## src/rtl/rps_match_engine.sv

```systemverilog
// Rock-paper-scissors match controller: synchronises punch buttons, draws an unbiased
// CPU choice from a free-running LFSR, judges rounds, keeps scores and ends the match at WIN_SCORE.
module rps_match_engine #(
  parameter int                LFSR_W        = 16,
  parameter logic [LFSR_W-1:0] TAPS          = 16'hB400,
  parameter logic [LFSR_W-1:0] SEED          = 16'h0001,
  parameter int                REVEAL_CYCLES = 8,
  parameter int                WIN_SCORE     = 3,
  parameter int                SCORE_W       = 4,
  parameter int                ROUND_W       = 6
) (
  input  logic               CLK,
  input  logic               Clear,
  input  logic [2:0]         punch,
  input  logic               new_match,
  input  logic               force_en,
  input  logic [1:0]         force_choice,
  output logic [1:0]         player_choice,
  output logic [1:0]         cpu_choice,
  output logic [1:0]         result,
  output logic               result_valid,
  output logic [SCORE_W-1:0] player_score,
  output logic [SCORE_W-1:0] cpu_score,
  output logic [ROUND_W-1:0] round_cnt,
  output logic               match_over,
  output logic [LFSR_W-1:0]  lfsr
);

  localparam logic [2:0] S_WAIT_REL = 3'd0;
  localparam logic [2:0] S_IDLE     = 3'd1;
  localparam logic [2:0] S_DRAW     = 3'd2;
  localparam logic [2:0] S_JUDGE    = 3'd3;
  localparam logic [2:0] S_REVEAL   = 3'd4;
  localparam logic [2:0] S_OVER     = 3'd5;

  localparam int RC_W = (REVEAL_CYCLES > 1) ? $clog2(REVEAL_CYCLES) : 1;
  // An all-zero seed would lock the LFSR up forever.
  localparam logic [LFSR_W-1:0] SEED_EFF =
    (SEED == '0) ? {{(LFSR_W-1){1'b0}}, 1'b1} : SEED;

  logic [2:0]         r_state;
  logic [LFSR_W-1:0]  r_lfsr;
  logic [2:0]         r_p_s1;
  logic [2:0]         r_p_s;
  logic [2:0]         r_p_prev;
  logic [1:0]         r_player_choice;
  logic [1:0]         r_cpu_choice;
  logic [1:0]         r_result;
  logic [SCORE_W-1:0] r_player_score;
  logic [SCORE_W-1:0] r_cpu_score;
  logic [ROUND_W-1:0] r_round_cnt;
  logic [RC_W-1:0]    r_reveal_cnt;

  logic               w_p_onehot;
  logic               w_accept;
  logic [1:0]         w_punch_code;
  logic [1:0]         w_cpu_draw;
  logic [2:0]         w_diff;
  logic [1:0]         w_outcome;
  logic               w_win_reached;

  assign w_p_onehot = (r_p_s == 3'b001) || (r_p_s == 3'b010) || (r_p_s == 3'b100);
  // Requiring a released button the cycle before stops a held press from re-triggering.
  assign w_accept   = (r_state == S_IDLE) && (r_p_prev == 3'b000) && w_p_onehot;
  assign w_cpu_draw = force_en ? force_choice : r_lfsr[1:0];

  // NOTE: give every always_comb output a default first so no path infers a latch.
  always_comb begin
    w_punch_code = 2'b00;
    case (r_p_s)
      3'b010:  w_punch_code = 2'b01;
      3'b100:  w_punch_code = 2'b10;
      default: w_punch_code = 2'b00;
    endcase
  end

  // (player - cpu) mod 3; the +3 form stays non-negative for both inputs in 0..2.
  assign w_diff = (r_player_choice >= r_cpu_choice)
                ? {1'b0, r_player_choice} - {1'b0, r_cpu_choice}
                : {1'b0, r_player_choice} + 3'd3 - {1'b0, r_cpu_choice};

  always_comb begin
    w_outcome = 2'b11;
    case (w_diff)
      3'd1:    w_outcome = 2'b01;
      3'd2:    w_outcome = 2'b10;
      default: w_outcome = 2'b11;
    endcase
  end

  assign w_win_reached = (r_player_score == SCORE_W'(WIN_SCORE)) ||
                         (r_cpu_score    == SCORE_W'(WIN_SCORE));

  // NOTE: sequential state uses non-blocking assignments so all flops update together.
  always_ff @(posedge CLK or negedge Clear) begin
    if (!Clear) begin
      r_lfsr   <= SEED_EFF;
      r_p_s1   <= 3'b000;
      r_p_s    <= 3'b000;
      r_p_prev <= 3'b000;
    end else begin
      r_lfsr   <= {r_lfsr[LFSR_W-2:0], ^(r_lfsr & TAPS)};
      r_p_s1   <= punch;
      r_p_s    <= r_p_s1;
      r_p_prev <= r_p_s;
    end
  end

  always_ff @(posedge CLK or negedge Clear) begin
    if (!Clear) begin
      r_state         <= S_WAIT_REL;
      r_player_choice <= 2'b00;
      r_cpu_choice    <= 2'b00;
      r_result        <= 2'b00;
      r_player_score  <= '0;
      r_cpu_score     <= '0;
      r_round_cnt     <= '0;
      r_reveal_cnt    <= '0;
    end else if (new_match) begin
      r_state         <= S_WAIT_REL;
      r_player_choice <= 2'b00;
      r_cpu_choice    <= 2'b00;
      r_result        <= 2'b00;
      r_player_score  <= '0;
      r_cpu_score     <= '0;
      r_round_cnt     <= '0;
      r_reveal_cnt    <= '0;
    end else begin
      case (r_state)
        S_WAIT_REL: begin
          if (r_p_s == 3'b000) r_state <= S_IDLE;
        end
        S_IDLE: begin
          if (w_accept) begin
            r_player_choice <= w_punch_code;
            r_state         <= S_DRAW;
          end
        end
        S_DRAW: begin
          // Code 11 is rejected and redrawn so the three choices stay equally likely.
          if (w_cpu_draw != 2'b11) begin
            r_cpu_choice <= w_cpu_draw;
            r_state      <= S_JUDGE;
          end
        end
        S_JUDGE: begin
          r_result <= w_outcome;
          if (w_outcome == 2'b01) r_player_score <= r_player_score + SCORE_W'(1);
          if (w_outcome == 2'b10) r_cpu_score    <= r_cpu_score + SCORE_W'(1);
          r_round_cnt  <= r_round_cnt + ROUND_W'(1);
          r_reveal_cnt <= RC_W'(REVEAL_CYCLES - 1);
          r_state      <= S_REVEAL;
        end
        S_REVEAL: begin
          if (r_reveal_cnt == '0) r_state <= w_win_reached ? S_OVER : S_WAIT_REL;
          else                    r_reveal_cnt <= r_reveal_cnt - RC_W'(1);
        end
        S_OVER: begin
          r_state <= S_OVER;
        end
        default: r_state <= S_WAIT_REL;
      endcase
    end
  end

  assign player_choice = r_player_choice;
  assign cpu_choice    = r_cpu_choice;
  assign result        = r_result;
  assign result_valid  = (r_state == S_REVEAL) || (r_state == S_OVER);
  assign player_score  = r_player_score;
  assign cpu_score     = r_cpu_score;
  assign round_cnt     = r_round_cnt;
  assign match_over    = (r_state == S_OVER);
  assign lfsr          = r_lfsr;

endmodule
```

## config.mk

```make
export PLATFORM = sky130hd
export DESIGN_NAME = rps_match_engine
export DESIGN_NICKNAME = d
export VERILOG_FILES = /design/src/rtl/rps_match_engine.sv
export SDC_FILE = /design/constraint.sdc
export NUM_CORES = 1
export LEC_CHECK = 0
export ABC_AREA = 1
export CORE_MARGIN = 5
export CORE_UTILIZATION = 51
export DETAILED_ROUTE_END_ITERATION = 10
export PLACE_DENSITY = 0.88
export SKIP_CTS_REPAIR_TIMING = 1
export SLEW_MARGIN = 20
export SYNTH_ARGS = -nofsm -noshare
export SYNTH_HDL_FRONTEND = slang
export SYNTH_SLANG_ARGS = --single-unit
```

## constraint.sdc

```tcl
create_clock -name CLK -period 2.1 [get_ports CLK]
set_clock_uncertainty 0.2 [all_clocks]
set_input_delay 0.42 -clock CLK [delete_from_list [all_inputs] [get_ports CLK]]
set_output_delay 0.42 -clock CLK [all_outputs]
set_load 0.02 [all_outputs]
```

==> qor.yml, run 1 <==
status:
  outcome: "finished, violations left"
  violations: "negative setup slack"
timing:
  slew_headroom_pct: 68.2
  finalSetupViolCount: 9
  worstMarginPinSlew_ns: 0.477
  fin_crit_sh_pct: 103
  period_minus_slack_ns: 2.17
  max_freq_mhz: 461
  finalHoldViolCount: 0
  slew_violations: 0
  worst_slack_ns: -0.0694
  setup_tns_ns: -0.395
  rsz0062_at_grt: "true"
cts:
  clock_latency_ns: 0.31
  htree_levels: 2
  cts-buffers-inserted: 5
  cts_buffer_depth: 2
  cts_root_buf: "clkbuf_8"
  clkTransAtPathRegs_ns: 0.10
  tritoncts: "yes"
  cts_sinks: 51
finish:
  drive_above_1_share_pct: 15.2
  area_growth_pct: 30.9
  finalNonFillerCells: 354
  layout.nets: 320
  n_antenna_cell: 0
  nFillCells: 340
routing:
  viasPerCell: 5.15
  drt-initial-drc-count: 112
  ant_nets: 0
  first_pass_iters: 4
  drc_errors: 0
  routedWlPerCell_um: 13.9
  wirelength_um: 4910
  vias: 1823
placed_design:
  gp_congestion: 0.830
  numPortBuffers: 46
  dp_slack_ns: -0.0308
  placed_cells: 343
  hpwlAfterDp_um: 3500
worst_setup_path:
  critPathSlowestCell: "fa_1"
  crit_path_max_fanout: 5
  cp.required_ns: 2.11
  cpPeakStageDelay_ns: 0.51
  crit_path_end_kind: "register"
  critPathKind: "register to register"
  worst_ep_arrival_time_ns: 2.17
  critPathLaunchType: "register"
  worstPathCellList: "inv_1 > ha_1 > fa_1 > inv_2 > nand2_2 > o21ai_4 > buf_12 > nor2_4 > nand2_4 > nand3_1 > nand2_1"
synth:
  ys_ff_latch: 51
  synthCells: 244
  synth.area.top_cells: "dfrtp_1 (54%), nand2_1 (7.6%), nand3_1 (5.2%), inv_1 (5.0%), ha_1 (4.3%)"
  postSynthNetCount: 263
  yosysSeqAreaShare_pct: 54.8
  netlist_area_sq_mm: 0.00233
  syn_avg_cell_area_sq_um: 9.55
  synth_most_common_cell: "dfrtp_1"
  synth_flop_cell: "dfrtp_1"
  synth_cell_types: 31
  synth_common_cells: "dfrtp_1 (50), nand2_1 (47), inv_1 (31), nand3_1 (24), nor2_1 (17)"
  yosysTopAreaCell: "dfrtp_1"
  synth_edf_count: 0
  netlist.area_leader.share_pct: 53.7
  synthArstFlopShare_pct: 100
  synth_warnings: 0
global_routing:
  grt_overflow: 0
  grt_first_pass_wirelength_um: 8450
  grtUsageTotal_pct: 17.2
  grt_pass1_vias: 1900
  grt_max_degree: 28
  antenna_found_initial: 0
power_and_ir_drop:
  ir_worst_vdd_mv: 0.511
  leakagePower_uw: 0.00153
  finalPower_uw: 2430
  power_density_mw_per_mm2: 797
floorplan:
  ios: 47
  die_h_um: 77.6
  die_area_sq_mm: 0.00602
  core_area_sq_mm: 0.00438
  die_x_um: 77.6
  fp-row-count: 24
  initial_utilization_pct: 53.2
worst_hold_path:
  hp-class: "register to register"
flow_run:
  drv_cap: 0
-- worst max-delay path: cells and delay by family, from the launching register on --
| kind | cells | cell delay [ns] |
|---|---|---|
| buf+inv | 3 | 0.25 |
| simple gates | 5 | 0.45 |
| compound gates | 1 | 0.07 |
| flops | 1 | 0.40 |
| fa+ha+maj | 2 | 0.70 |
-- per-stage QoR --
step / hold WS (ns) / utilization, % / cell area (sq um)
CTS: -0.150 / 67.5 / 2960
global route: 0.181 / 69.6 / 3050
detailed placement: 0.140 / 65.3 / 2860
global placement: 0.132 / 65.3 / 2860
finish: 0.160 / 69.6 / 3050
floorplan: -0.0756 / - / 2330
-- flip-flops by register name (all words and copies together), names as in the netlist --
register	flops
player_score	4
r_p_prev	3
result	2
cpu_choice	2
player_choice	2
r_p_s1	3
r_state	3
cpu_score	4
r_p_s	3
round_cnt	6
r_reveal_cnt	3
lfsr	16
-- placed cells by master, fill, tap and decap left out, drive strengths merged, types with 3 or more instances in the layout --
| cell | n |
|---|---|
| nand2 | 52 |
| dfrtp | 50 |
| clkdlybuf4s50 | 41 |
| inv | 35 |
| nand3 | 25 |
| nor2 | 22 |
| a21oi | 9 |
| o21ai | 9 |
| buf | 9 |
| ha | 8 |
| xor2 | 6 |
| nor3 | 6 |
| nand4 | 5 |
| clkbuf | 5 |
| dlymetal6s2s | 4 |
| a31oi | 3 |
-- worst paths after layout --
check | from | to | slack, ns | depth (start not counted)
setup / recovery | cpu_choice[0] | cpu_score[0] | -0.07 | 11
hold / removal | r_p_s1[2] | r_p_s[2] | 0.16 | 0
setup reg to reg | cpu_choice[0] | cpu_score[0] | -0.07 | 11
hold reg to reg | r_p_s1[2] | r_p_s[2] | 0.16 | 0
max in group asynchronous | Clear | lfsr[0] | 0.66 | 3
min in group asynchronous | Clear | lfsr[2] | 0.41 | 2
-- kinds of logic after synthesis --
group / synth area share (%)
adders and majority gates: 6.01
and+or+nand+nor: 23.5
DFF: 54.8
AOI/OAI and AO/OA: 5.80
buffers and inverters: 6.87
xor gates and xnor gates: 3.01
-- layout make-up --
class / count / area [sq um] / share of cell area (%)
clock buffers: 5 / 68.8 / 2.26
clock inverters: 3 / 27.5 / 0.902
inverters: 34 / 128 / 4.18
multi-input cells: 154 / 936 / 30.7
flip-flops and latches: 51 / 1280 / 41.9
well taps: 52 / 65.1 / 2.13
repair buffers: 55 / 548 / 18.0
-- routing by layer --
metal  part of all wire [%]  up-vias  track usage [%]
met5                      0        -                0
met4                    2.1        0             6.70
met3                    3.8       13             3.94
met2                     50       38             29.3
met1                     44      881             20.9
li1                       -      891                -
-- power by group --
part | internal (uW) | total (uW) | switching, uW
sequential | 1050 | 1100 | 51.5
combinational | 297 | 741 | 445
clock | 245 | 591 | 346
total | 1590 | 2430 | 842
(Power assumes the default switching activity.)
==> run 2, diff against run 1 <==
- CELL_PAD_IN_SITES_DETAIL_PLACEMENT: default -> 0
- CELL_PAD_IN_SITES_GLOBAL_PLACEMENT: default -> 1
- CORE_UTILIZATION: 51 -> 39
- PLACE_DENSITY: 0.88 -> 0.89
==> qor.yml, run 2 (same netlist as run 1, synthesis figures left out) <==
placed_design:
  hpwlAfterDp_um: 3560  # +1.5%
  gp_congestion: 0.769  # -7.3%
  numPortBuffers: 46  # unchanged
  place_area_sq_mm: 0.00291  # +1.7%
routing:
  viasPerCell: 4.73  # -8.2%
  vias: 1791  # -1.8%
  first_pass_iters: 4  # unchanged
  routedWlPerCell_um: 12.5  # -9.8%
  wirelength_um: 4740  # -3.4%
  ant_nets: 0  # unchanged
  drc_errors: 0  # unchanged
  drt-initial-drc-count: 59  # -47%
timing:
  worst_slack_ns: -0.00807  # +0.0613 ns
  finalHoldViolCount: 0  # unchanged
  period_minus_slack_ns: 2.11  # -0.0613 ns
  slew_headroom_pct: 66.3  # -2.0 points
  slew_violations: 0  # unchanged
  fin_crit_sh_pct: 100  # -2.9 points
  finalSetupViolCount: 2  # -7
  worstMarginPinSlew_ns: 0.506  # +0.0294 ns
  max_freq_mhz: 474  # +2.9%
  rsz0062_at_grt: "true"
worst_setup_path:
  worstPathCellList: "buf_4 > ha_2 > fa_1 > inv_1 > nand2_2 > o21ai_4 > nor2_4 > nand2_4 > nand3_2 > nand2_1"
  critPathSlowestCell: "fa_1"
  r2r_start: "player_choice[0]"
  worstReg2RegEnd: "cpu_score[2]"
  crit_path_end_kind: "register"
  critPathLaunchType: "register"
  reg2regPathDepth: 10  # -1
  cpPeakStageDelay_ns: 0.47  # -0.04 ns
  cp.required_ns: 2.10  # about the same
  r2r_slack_ns: -0.008  # +0.06 ns
  critPathKind: "register to register"
  crit_path_max_fanout: 5  # unchanged
  worst_ep_arrival_time_ns: 2.11  # -0.06 ns
worst_hold_path:
  hp-class: "register to register"
  hold_depth: 0  # unchanged
  min_from: "r_p_s1[0]"
  hold_path_end: "r_p_s[0]"
floorplan:
  core_area_sq_mm: 0.00585  # +33%
  initial_utilization_pct: 39.8  # -13 points
  ios: 47  # unchanged
  fp-row-count: 28  # +17%
  die_x_um: 87.3  # +13%
  die_area_sq_mm: 0.00762  # +27%
  die_h_um: 87.3  # +13%
flow_run:
  drv_cap: 0  # unchanged
cts:
  clkTransAtPathRegs_ns: 0.10  # about the same
  cts_sinks: 51  # unchanged
  cts_buffer_depth: 2  # unchanged
  cts-buffers-inserted: 5  # unchanged
  tritoncts: "yes"
  clock_latency_ns: 0.30  # about the same
  cts_root_buf: "clkbuf_8"
  htree_levels: 2  # unchanged
global_routing:
  grt_max_degree: 25  # -11%
  antenna_found_initial: 0  # unchanged
  grtUsageTotal_pct: 13.3  # -3.8 points
  grt_first_pass_wirelength_um: 8020  # -5.1%
  grt_overflow: 0  # unchanged
  grt_pass1_vias: 1724  # -9.3%
finish:
  final_cell_mix: "dfrtp_1 (49), nand2_1 (43), clkdlybuf4s50_1 (41)"
  largest_reg_flops: 16  # unchanged
  post-route-util_pct: 53.2  # -16 points
  n_antenna_cell: 0  # unchanged
  nFillCells: 547  # +61%
  layout.nets: 322  # +0.63%
  drive_above_1_share_pct: 16.8  # +1.5 points
  area_growth_pct: 33.5
  stdcell_area_sq_mm: 0.00311  # +2.1%
  final_common_cell: "dfrtp_1"
power_and_ir_drop:
  power_density_mw_per_mm2: 766  # -3.9%
  ir_worst_vdd_mv: 0.342  # -33%
  leakagePower_uw: 0.00155  # +0.83%
status:
  outcome: "finished, violations left"
  violations: "negative setup slack"
-- run 2: changes by cell type in the layout (fill, tap and decap cells not counted), sizes merged --
| cell | delta |
|---|---|
| buf | +2 |
-- run 2: through the flow --
step           setup TNS, ns  power [uW]  worst slack, ns  hold WS (ns)  cells
2_1_floorplan              0        1560           0.0197       -0.0756    244
3_3_place_gp               0        1740           0.0552         0.135    367
3_5_place_dp         -0.0949        1750          -0.0319         0.135    367
4_1_cts               -0.573        2340           -0.225        -0.121    375
5_1_grt                -1.19        2550           -0.183         0.166    379
6_report             -0.0121        2390         -0.00807         0.156    379
-- run 2: critical path, delay by kind of cell (launching register included) --
kind | cells | cell delay [ns]
buffers and inverters | 2 | 0.20
DFF | 1 | 0.41
AOI/OAI and AO/OA | 1 | 0.07
and+or+nand+nor | 5 | 0.48
adders and majority gates | 2 | 0.64
-- run 2: how the worst max path moves through the flow --
| stage | from | to | slack [ns] | depth (start not counted) |
|---|---|---|---|---|
| after floorplan | player_choice[0] | player_score[0] | 0.02 | 11 |
| after global routing | player_choice[0] | player_score[1] | -0.18 | 10 |
| after detailed placement | player_choice[0] | player_score[2] | -0.03 | 10 |
| after global placement | player_choice[0] | player_score[1] | 0.06 | 10 |
| final | player_choice[0] | cpu_score[2] | -0.008 | 10 |
| after CTS | r_state[1] | match_over | -0.22 | 4 |
-- run 2: area by class of cell --
class | count | area, sq um | share of cell area, %
tap | 75 | 93.8 | 3.01
sequential | 51 | 1280 | 41.1
timing repair buffer | 57 | 567 | 18.2
inverter | 34 | 128 | 4.10
multi-input combinational | 154 | 953 | 30.6
clock buffer | 5 | 68.8 | 2.21
clock inverter | 3 | 23.8 | 0.764
-- run 2: routing by layer --
metal,vias to the layer above,part of all wire (%),GRT usage [%]
met1,858,45,17.3
met5,-,0,0
met2,32,49,21.9
li1,894,-,-
met3,7,4.3,2.84
met4,0,1.2,4.60
-- run 2: power by group --
part	internal [uW]	leakage (uW)	switching, uW	total [uW]
clock	241	0.0000461	343	584
sequential	1050	0.000679	53.4	1100
combinational	275	0.000821	425	700
==> RTL edit 1: new RTL, flow settings as in run 2 <==
Register the inputs `punch`, `new_match`, `force_en` and `force_choice` before use. The logic sees them one clock later.
--- a/src/rtl/rps_match_engine.sv
+++ b/src/rtl/rps_match_engine.sv
@@ -39,4 +39,16 @@
     (SEED == '0) ? {{(LFSR_W-1){1'b0}}, 1'b1} : SEED;
 
+  logic [2:0] punch_q;
+  logic new_match_q;
+  logic force_en_q;
+  logic [1:0] force_choice_q;
+
+  always_ff @(posedge CLK) begin
+    punch_q        <= punch;
+    new_match_q    <= new_match;
+    force_en_q     <= force_en;
+    force_choice_q <= force_choice;
+  end
+
   logic [2:0]         r_state;
   logic [LFSR_W-1:0]  r_lfsr;
@@ -63,5 +75,5 @@
   // Requiring a released button the cycle before stops a held press from re-triggering.
   assign w_accept   = (r_state == S_IDLE) && (r_p_prev == 3'b000) && w_p_onehot;
-  assign w_cpu_draw = force_en ? force_choice : r_lfsr[1:0];
+  assign w_cpu_draw = force_en_q ? force_choice_q : r_lfsr[1:0];
 
   // NOTE: give every always_comb output a default first so no path infers a latch.
@@ -101,5 +113,5 @@
     end else begin
       r_lfsr   <= {r_lfsr[LFSR_W-2:0], ^(r_lfsr & TAPS)};
-      r_p_s1   <= punch;
+      r_p_s1   <= punch_q;
       r_p_s    <= r_p_s1;
       r_p_prev <= r_p_s;
@@ -117,5 +129,5 @@
       r_round_cnt     <= '0;
       r_reveal_cnt    <= '0;
-    end else if (new_match) begin
+    end else if (new_match_q) begin
       r_state         <= S_WAIT_REL;
       r_player_choice <= 2'b00;
Behaviour: not the same (Yosys sat finds a counterexample within 4 cycles, from zero or initial values).
==> RTL edit 1 against run 2 <==
The flow still finishes with violations (setup timing). Area after synthesis increased by 4.8%. Sequential cell count increased by 7. Die area increased by 4.2%. Design area increased by 11%. Utilization increased by 4.3 points. Setup slack improved by 0.0034 ns. Wire length increased by 11%. Non-clock buffer count increased by 2. Critical path depth increased by 2. Highest routed layer unchanged.
Power is not compared: it rests on default switching activity, and its combinational part moved more than twofold at a synthesized area within 25%.
==> RTL edit 1: results (changes against run 2) <==
# H-tree levels - 3 (+1)
setup ws final - -0.00471 ns (+0.00337 ns)
first-pass GRT wire length - 8520 µm (+6.2%)
Async S/R FF share, synth - 0.879 (-0.121)
largest cells by area after synthesis - dfrtp_1, nand2_1, dfxtp_1
share of the synthesized area in the top cell type - 0.512 (-0.0245)
vias in the first global route - 1843 (+6.9%)
Comb pwr share - 0.122
final WL - 5250 µm (+11%)
pin count of the biggest net entering global routing - 32 (+28%)
Hold Crit Start - punch_q[0]$_DFF_P_
fill count - 497 (-9.1%)
Avg Vias per Cell - 4.86 (+2.8%)
launching point of the worst reg2reg path - cpu_choice[0]$_DFFE_PN0P_
Cells after Synth - 260 (+6.6%)
Clk Latency, worst-skew pair - 0.34 ns (+0.04 ns)
Critical-path top delay cell - fa_2
Syn. warnings - 0 (unchanged)
placed cell areas - 0.00305 mm² (+4.8%)
syn nets - 279 (+6.1%)
total CTS buffers - 9 (+4)
antenna diode count - 0 (unchanged)
HPWL Detailed - 3520 µm (-0.85%)
Layout Nets - 345 (+7.1%)
Worst-path clk slew - 0.07 ns (-0.03 ns)
DRT iter0 DRCs - 79 (+34%)
TNS Setup - -0.00573 ns (+0.00634 ns)
Layout Cells excl Fill - 406 (+7.1%)
post-synthesis compound-gate area fraction - 0.0394 (-0.0185)
crit-path max FO - 6 (+1)
max incr delay on CP - 0.53 ns (+0.06 ns)
status - finished with violations
Synth Area in XOR/XNOR - 0.0251 (-0.00496)
library cells used by synthesis - 28 (-9.7%)
Inst Count DP - 385 (+4.9%)
post-synthesis sequential area ratio - 0.580 (+0.0324)
Worst-Margin Slew - 0.523 ns (+0.0173 ns)
failing checks - setup timing
worst path arrival time - 2.14 ns (+0.03 ns)
switching pwr - 0.000678 W
maximum clock path buffer count - 2 (unchanged)
Largest delay share family, worst path - adder cells
Initial DRT Pass Iterations - 4 (unchanged)
Synth Area in Adders - 0.0574 (-0.00274)
top post-synthesis cells by count - nand2_1, dfrtp_1, inv_1
final estimated routing congestion in global placement - 0.812 (+5.5%)
Total GRT Usage - 0.145 (+0.0114)
share of cells above drive strength 1 - 0.202 (+0.0347)
final setup vio count - 2 (unchanged)
==> RTL edit 1: changes by cell type in the layout (fill, tap and decap cells not counted), sizes merged, moves of 3 or more <==
cell / change
a21oi: -3
buf: +4
bufinv: +3
clkbuf: +6
dfxtp: +7
nand2: +7
nor2: +6
o21ai: +3
==> RTL edit 1: through the flow <==
stage	total power (W)	worst slack, ns	util
2_1_floorplan	0.00138	0.00627	-
3_3_place_gp	0.00149	-0.0242	0.510
3_5_place_dp	0.00149	-0.0887	0.510
4_1_cts	0.00276	-0.224	0.550
5_1_grt	0.00292	-0.104	0.575
6_report	0.00280	-0.00471	0.575
==> RTL edit 1: layout make-up <==
type | instances | area share
Multi-Input combinational cell | 165 | 0.285
Clock inverter | 5 | 0.0298
Inverter | 33 | 0.0360
Clock buffer | 11 | 0.0410
Tap cell | 75 | 0.0272
Sequential cell | 58 | 0.413
Timing Repair Buffer | 59 | 0.169
==> RTL edit 1: per-layer routing <==
metal	vias up	routed length, µm	share of wire	global-route usage
met2	49	2580	0.49	0.221
met3	13	259	0.049	0.0341
met4	0	137	0.026	0.0974
met5	-	0	0	0
met1	945	2270	0.43	0.182
li1	965	-	-	-
==> RTL edit 1: final timing paths <==
kind / end / slack, ns / cells after the start
min reg2reg: r_p_s1[0]$_DFF_PN0_ / 0.13 / 0
max in group asynchronous: lfsr[0]$_DFF_PN1_ / 0.69 / 3
min in group asynchronous: r_p_s1[1]$_DFF_PN0_ / 0.40 / 2
max reg2reg: cpu_score[0]$_DFFE_PN0P_ / -0.005 / 12
min: r_p_s1[0]$_DFF_PN0_ / 0.13 / 0
max: cpu_score[0]$_DFFE_PN0P_ / -0.005 / 12
==> RTL edit 2: new RTL, config.mk and constraints of run 2 <==
Without the edit above. Change the parameter `SCORE_W` from 4 to 5.
--- a/src/rtl/rps_match_engine.sv
+++ b/src/rtl/rps_match_engine.sv
@@ -7,5 +7,5 @@
   parameter int                REVEAL_CYCLES = 8,
   parameter int                WIN_SCORE     = 3,
-  parameter int                SCORE_W       = 4,
+  parameter int                SCORE_W       = 5,
   parameter int                ROUND_W       = 6
 ) (
Ports: changed (resized cpu_score and player_score); port bits go from 47 to 49. The function was not compared with the original's and may differ.
==> RTL edit 2 against run 2 <==
Synthesized cell count rose by 4.1%. Wire length is 5.1% higher. Design area rose by 3.2%. Non-clock buffer count is 1 lower. Sequential share of layout area grew 0.33 points. Setup slack lost 0.061 ns. Area after synthesis increased by 2.4%. The flow still finishes with violations (setup timing). Largest cell class unchanged. Sequential cell count is 2 higher. Die area is 2.1% higher. Global-route usage rose by 0.83 points. Critical path depth rose by 1. Power is 0.58% lower.
==> RTL edit 2: results (changes against run 2) <==
status - finished with violations
failing checks - setup timing
non-clock inverter count - 32 (-5.9%)
top post-synthesis cells by count - dfrtp_1, nand2_1, inv_1
I/O Buffers - 48 (+4.3%)
Cells after Synth - 254 (+4.1%)
placed cell areas - 0.00299 mm² (+2.7%)
Final Core Density - 0.542 (+0.0104)
switching pwr - 0.000777 W (-5.5%)
Routed wire per std cell - 12.8 µm (+2.4%)
vias in the first global route - 1928 (+12%)
fraction of area in multi-input gates - 0.312 (+0.00616)
bufs w/o clock - 56 (-1.8%)
largest cells by area after synthesis - dfrtp_1, nand2_1, nand3_1
hold endpoint - r_p_s[1]$_DFF_PN0_
final WL - 4990 µm (+5.1%)
buffering overhead - 0.176 (-0.00599)
crit-path max FO - 7 (+2)
leakage - 1.64 nW (+6.3%)
post-synthesis sequential area ratio - 0.556 (+0.00804)
DRT iter0 DRCs - 64 (+8.5%)
multi-input logic cell count - 165 (+7.1%)
max incr delay on CP - 0.53 ns (+0.06 ns)
PD cells - 738 mW/mm² (-3.6%)
final estimated routing congestion in global placement - 0.809 (+5.1%)
clock sink total - 53 (+3.9%)
fraction of area in registers - 0.414 (+0.00333)
slew margin rel. - 0.698 (+0.0353)
Avg Vias per Cell - 4.74 (+0.37%)
pin count of the biggest net entering global routing - 36 (+44%)
Hold Crit Start - r_p_s1[1]$_DFF_PN0_
first-pass GRT wire length - 8630 µm (+7.6%)
Total GRT Usage - 0.142 (+0.00833)
library cells used by synthesis - 27 (-13%)
Layout Nets - 332 (+3.1%)
pre-CTS setup slack - -0.0581 ns (-0.0262 ns)
syn nets - 273 (+3.8%)
Hold WS - 0.156 ns (-0.000653 ns)
setup ws final - -0.0687 ns (-0.0606 ns)
Inst Count DP - 378 (+3.0%)
final setup vio count - 5 (+3)
RTL edit 2: per-layer routing:
metal	up-vias	wire, µm	global-route usage
li1	931	-	-
met5	-	0	0
met4	0	55	0.0577
met1	885	2130	0.171
met2	25	2610	0.251
met3	4	192	0.0233
RTL edit 2: worst max-delay path by stage:
stage	end	slack (ns)	cells past startpoint
floorplan	cpu_score[2]$_DFFE_PN0P_	0.01	12
finish	cpu_score[1]$_DFFE_PN0P_	-0.07	11
CTS	match_over	-0.20	4
detailed placement	cpu_score[3]$_DFFE_PN0P_	-0.06	12
global route	cpu_score[1]$_DFFE_PN0P_	-0.15	11
global placement	cpu_score[4]$_DFFE_PN0P_	-0.02	11
RTL edit 2: kinds of logic (layout without fill, tap and decap cells):
group                      count (synthesis)  in the layout  synth area share
AOI/OAI and AO/OA                         23             23            0.0514
xor gates and xnor gates                  11             11            0.0435
DFF                                       53             53             0.556
and+or+nand+nor                          121            121             0.232
buffers and inverters                     36             96            0.0582
adders and majority gates                 10             10            0.0587
